## src/rtl/sll32_seq.sv

```systemverilog
// sll32_seq: multi-cycle logical left shifter with a start/done handshake.
// The shift amount is taken either from the sll instruction field A[10:6]
// or from the sllv register bits A[4:0]. The operand is shifted by at most
// STEP positions per cycle. While the shift runs, busy lets the ALU stall
// instead of needing a full barrel shifter.
module sll32_seq #(
    parameter int STEP = 1
) (
    input  logic        clk,
    input  logic        rst_n,
    input  logic        start,
    input  logic        var_sh,
    input  logic [31:0] A,
    input  logic [31:0] B,
    output logic        busy,
    output logic        done,
    output logic [31:0] res
);

    typedef enum logic [1:0] {
        ST_IDLE  = 2'd0,
        ST_SHIFT = 2'd1,
        ST_DONE  = 2'd2
    } state_t;

    // The count is 6 bits wide, so STEP=32 fits and cnt - STEP never wraps.
    localparam logic [5:0] STEP_C = 6'(STEP);

    state_t      state_r;
    logic [31:0] acc_r;
    logic [31:0] res_r;
    logic [5:0]  cnt_r;
    logic        busy_r;
    logic        done_r;

    logic [5:0]  shamt_s;
    logic [31:0] acc_step_s;
    logic [31:0] acc_last_s;
    logic        unused_a_s;

    // These bits of A carry neither encoding of the shift amount.
    assign unused_a_s = ^{A[31:11], A[5]};

    // Select the shift amount: register form (sllv) or immediate field (sll).
    always_comb begin
        shamt_s = 6'd0;
        if (var_sh) begin
            shamt_s = {1'b0, A[4:0]};
        end else begin
            shamt_s = {1'b0, A[10:6]};
        end
    end

    // Candidate next accumulators: a full STEP, or the final partial chunk.
    always_comb begin
        acc_step_s = 32'd0;
        acc_last_s = 32'd0;
        acc_step_s = acc_r << STEP_C;
        acc_last_s = acc_r << cnt_r;
    end

    // Control FSM with datapath registers. busy and done are registered here.
    always_ff @(posedge clk or negedge rst_n) begin
        if (!rst_n) begin
            state_r <= ST_IDLE;
            acc_r   <= 32'd0;
            res_r   <= 32'd0;
            cnt_r   <= 6'd0;
            busy_r  <= 1'b0;
            done_r  <= 1'b0;
        end else begin
            case (state_r)
                ST_IDLE: begin
                    done_r <= 1'b0;
                    if (start) begin
                        acc_r   <= B;
                        cnt_r   <= shamt_s;
                        busy_r  <= 1'b1;
                        state_r <= ST_SHIFT;
                    end else begin
                        busy_r  <= 1'b0;
                        state_r <= ST_IDLE;
                    end
                end
                ST_SHIFT: begin
                    busy_r <= 1'b1;
                    if (cnt_r <= STEP_C) begin
                        // Last chunk. A zero count lands here too, so res = B.
                        acc_r   <= acc_last_s;
                        res_r   <= acc_last_s;
                        cnt_r   <= 6'd0;
                        done_r  <= 1'b1;
                        state_r <= ST_DONE;
                    end else begin
                        acc_r   <= acc_step_s;
                        cnt_r   <= cnt_r - STEP_C;
                        done_r  <= 1'b0;
                        state_r <= ST_SHIFT;
                    end
                end
                ST_DONE: begin
                    // The done pulse lasts one cycle. Any start seen here is dropped.
                    busy_r  <= 1'b0;
                    done_r  <= 1'b0;
                    state_r <= ST_IDLE;
                end
                default: begin
                    busy_r  <= 1'b0;
                    done_r  <= 1'b0;
                    state_r <= ST_IDLE;
                end
            endcase
        end
    end

    assign busy = busy_r;
    assign done = done_r;
    assign res  = res_r;

endmodule

```

## config.mk

```make
export PLATFORM = sky130hd
export DESIGN_NAME = sll32_seq
export DESIGN_NICKNAME = d
export VERILOG_FILES = /design/src/rtl/sll32_seq.sv
export SDC_FILE = /design/constraint.sdc
export NUM_CORES = 1
export LEC_CHECK = 0
export CAP_MARGIN = 20
export CORE_AREA = 5 5 116 96
export DETAILED_ROUTE_END_ITERATION = 8
export DIE_AREA = 0 0 121 101
export MAX_ROUTING_LAYER = met4
export PLACE_DENSITY = 0.77
export SYNTH_ARGS = -nofsm -noshare
export SYNTH_HDL_FRONTEND = slang
export SYNTH_SLANG_ARGS = --single-unit
```

## constraint.sdc

```tcl
create_clock -name clk -period 4.5 [get_ports clk]
set_input_delay 0.9 -clock clk [delete_from_list [all_inputs] [get_ports clk]]
set_output_delay 0.9 -clock clk [all_outputs]
set_load 0.02 [all_outputs]
```

==> out/results.ini <==
[worst_setup_path]
start_kind = primary input
cp-end-kind = register
crit_path_max_fanout = 29
cp_data_required_time_ns = 4.77
arrival_ns = 3.26
critPathKind = in2reg
r2r_cells = 9

[clock_tree]
clk_latency_ns = 0.35
cts_setup_buffers = 0
cts_resized = 0
htree_levels = 3
cts_root_buf = clkbuf_16
clk_pin_slew_ns = 0.06
cts_hold_buf = 0
cts_tree = built
clockBufferDepth = 2
cts.sinks = 74
cts_buffers = 9

[drt]
drt_iter0_drc = 556
wl_met2_mm = 6.00
vias = 4426
drc = 0
antenna_left = 0
routed_wl_mm = 13.6
dr.pass1.iters = 6
via_per_inst = 6.04
highest_layer = met4
wl_per_cell_um = 18.5
drt-met1-wl_mm = 6.10
wl_met3_mm = 1.17

[placement]
place_hpwl_mm = 9.07
post_dp_cell_area_um2 = 5560
io_buffers = 79
place_congestion = 0.957
dp_slack_ns = 1.17

[timing]
finalSetupTns_ns = 0
fin_crit_sh_pct = 66.4
rsz0062_at_grt = false
whs_ns = 0.464
final_max_slew_viol_count = 0
period_needed_ns = 2.99
hold_viol = 0
setup_violations = 0
slew_headroom_pct = 35.7
tightest_slew_ns = 0.964
fin_ws_ns = 1.51
clock.fmax_ghz = 0.335
skew_ns = 0.00914

[logic_synthesis]
synth_area_um2 = 4760
ys_warn_count = 0
ys_top_cells_by_count = nand2_1, dfrtp_1, nor2_1, o21ai_0, mux2_2
synth_edf_count = 0
synth_cell_types = 51
ys_seq_area_share_pct = 38.9
netlist_instances = 533
synth.net_count = 603
synth_ff_type = dfrtp_1
synth_seq_cells = 74
yosysMostFrequentCell = nand2_1
synth_area_per_cell_um2 = 8.92
synth.area.top_cells = dfrtp_1, nand2_1, mux2_2, mux2i_1, o21ai_0
synth_top_area_cell = dfrtp_1
async_flop_share_pct = 100
synth_top_area_share_pct = 38.9

[cells_and_area]
n_antenna_cell = 0
drive_gt1_share_pct = 11.6
n_fill_cell = 887
fin_util_pct = 58.8
layout.nets = 658
area_growth_pct = 23.0
design_area_um2 = 5850

[floorplanning]
core_area_um2 = 9950
die_width_um = 121
row_count = 33
start_util_pct = 47.8
ioPinCount = 102
die-area_um2 = 12200
fp.dieH_um = 101

[grt]
antenna_found_initial = 0
grt_usage_pct = 23.9
overflow = 0
grt_max_degree = 75
grt_pass1_wl_mm = 22.5
grt_pass1_vias = 4306

[power_and_ir_drop]
leakage_uw = 0.00250
ir_drop_mv = 0.381
powerDensity_nw_per_um2 = 912

[status]
status = finished, final reports clean

[flow_run]
maxCapViolations = 0

[worst_hold_path]
hold_class = reg2reg
hold_depth = 2

-- worst max-delay path: stages --
cell,delay [ns]
clkdlybuf4s50_1,0.50
nor2_1,0.04
or2_2,0.52
inv_1,0.74
buf_4,0.29
o211ai_1,0.09
a21oi_1,0.15
-- power breakdown --
group	leakage, uW	internal (uW)	switching [uW]	total, uW
clock	0.000143	417	273	690
combinational	0.00145	1440	1870	3300
sequential	0.000907	1010	338	1340
total	0.00250	2860	2480	5340
-- worst paths after layout --
| kind | from | end | slack, ns |
|---|---|---|---|
| hold reg to reg | res[12]$_DFFE_PN0P_ | res[12]$_DFFE_PN0P_ | 0.46 |
| setup / recovery | start | acc_r[16]$_DFFE_PN0P_ | 1.51 |
| max in group asynchronous | rst_n | res[22]$_DFFE_PN0P_ | 3.16 |
| min in group asynchronous | rst_n | res[6]$_DFFE_PN0P_ | 0.71 |
| setup reg to reg | cnt_r[1]$_DFFE_PN0P_ | acc_r[10]$_DFFE_PN0P_ | 1.58 |
| hold / removal | res[12]$_DFFE_PN0P_ | res[12]$_DFFE_PN0P_ | 0.46 |
-- area by class of cell --
class,instances,area [um2],area share [%]
multi-input cells,408,2660,45.4
flip-flops and latches,74,1850,31.7
inverters,7,26.3,0.449
clock inverters,2,10.0,0.171
well taps,140,175,3.00
repair buffers,88,856,14.6
clock buffers,14,274,4.69
-- registers in the layout, summed over array words and instances, names as in the netlist --
signal,count
done,1
busy,1
acc_r,32
cnt_r,6
state_r,2
res,32
-- cells by family after synthesis --
logic type,synth area share [%]
AO/OA/AOI/OAI,20.8
adder cells (fa/ha/maj),0.526
buffers and inverters,5.29
flip-flops,38.9
multiplexers,16.6
AND/OR/NAND/NOR,17.9
-- cells in the final DEF, fill, tap and decap left out, drive strengths merged, types with 3 or more instances in the layout --
| master | n |
|---|---|
| a221oi | 3 |
| a2bb2oi | 11 |
| o22a | 3 |
| mux2i | 24 |
| mux2 | 30 |
| a21o | 6 |
| nor2b | 6 |
| o211ai | 3 |
| clkbuf | 14 |
| nor2 | 49 |
| a31oi | 15 |
| o22ai | 20 |
| mux4 | 9 |
| buf | 10 |
| a221o | 3 |
| and2 | 11 |
| inv | 5 |
| clkdlybuf4s50 | 78 |
| o21ai | 41 |
| a211oi | 4 |
| nand2 | 99 |
| dfrtp | 74 |
| or2 | 4 |
| nand2b | 6 |
| a21oi | 23 |
| a311oi | 10 |
| nor3 | 8 |
| clkinv | 4 |
-- metal layers --
layer	GRT usage, %	up-vias
li1	-	2037
met1	33.7	2146
met2	34.0	216
met3	5.27	27
met4	8.19	0
met5	-	-
-- through the flow --
| step | total power, uW | instances |
|---|---|---|
| floorplan | 3710 | 533 |
| global placement | 4470 | 717 |
| detailed placement | 4590 | 717 |
| CTS | 5310 | 733 |
| global route | 5730 | 733 |
| finish | 5340 | 733 |
Power figures use the tool's default switching activity.
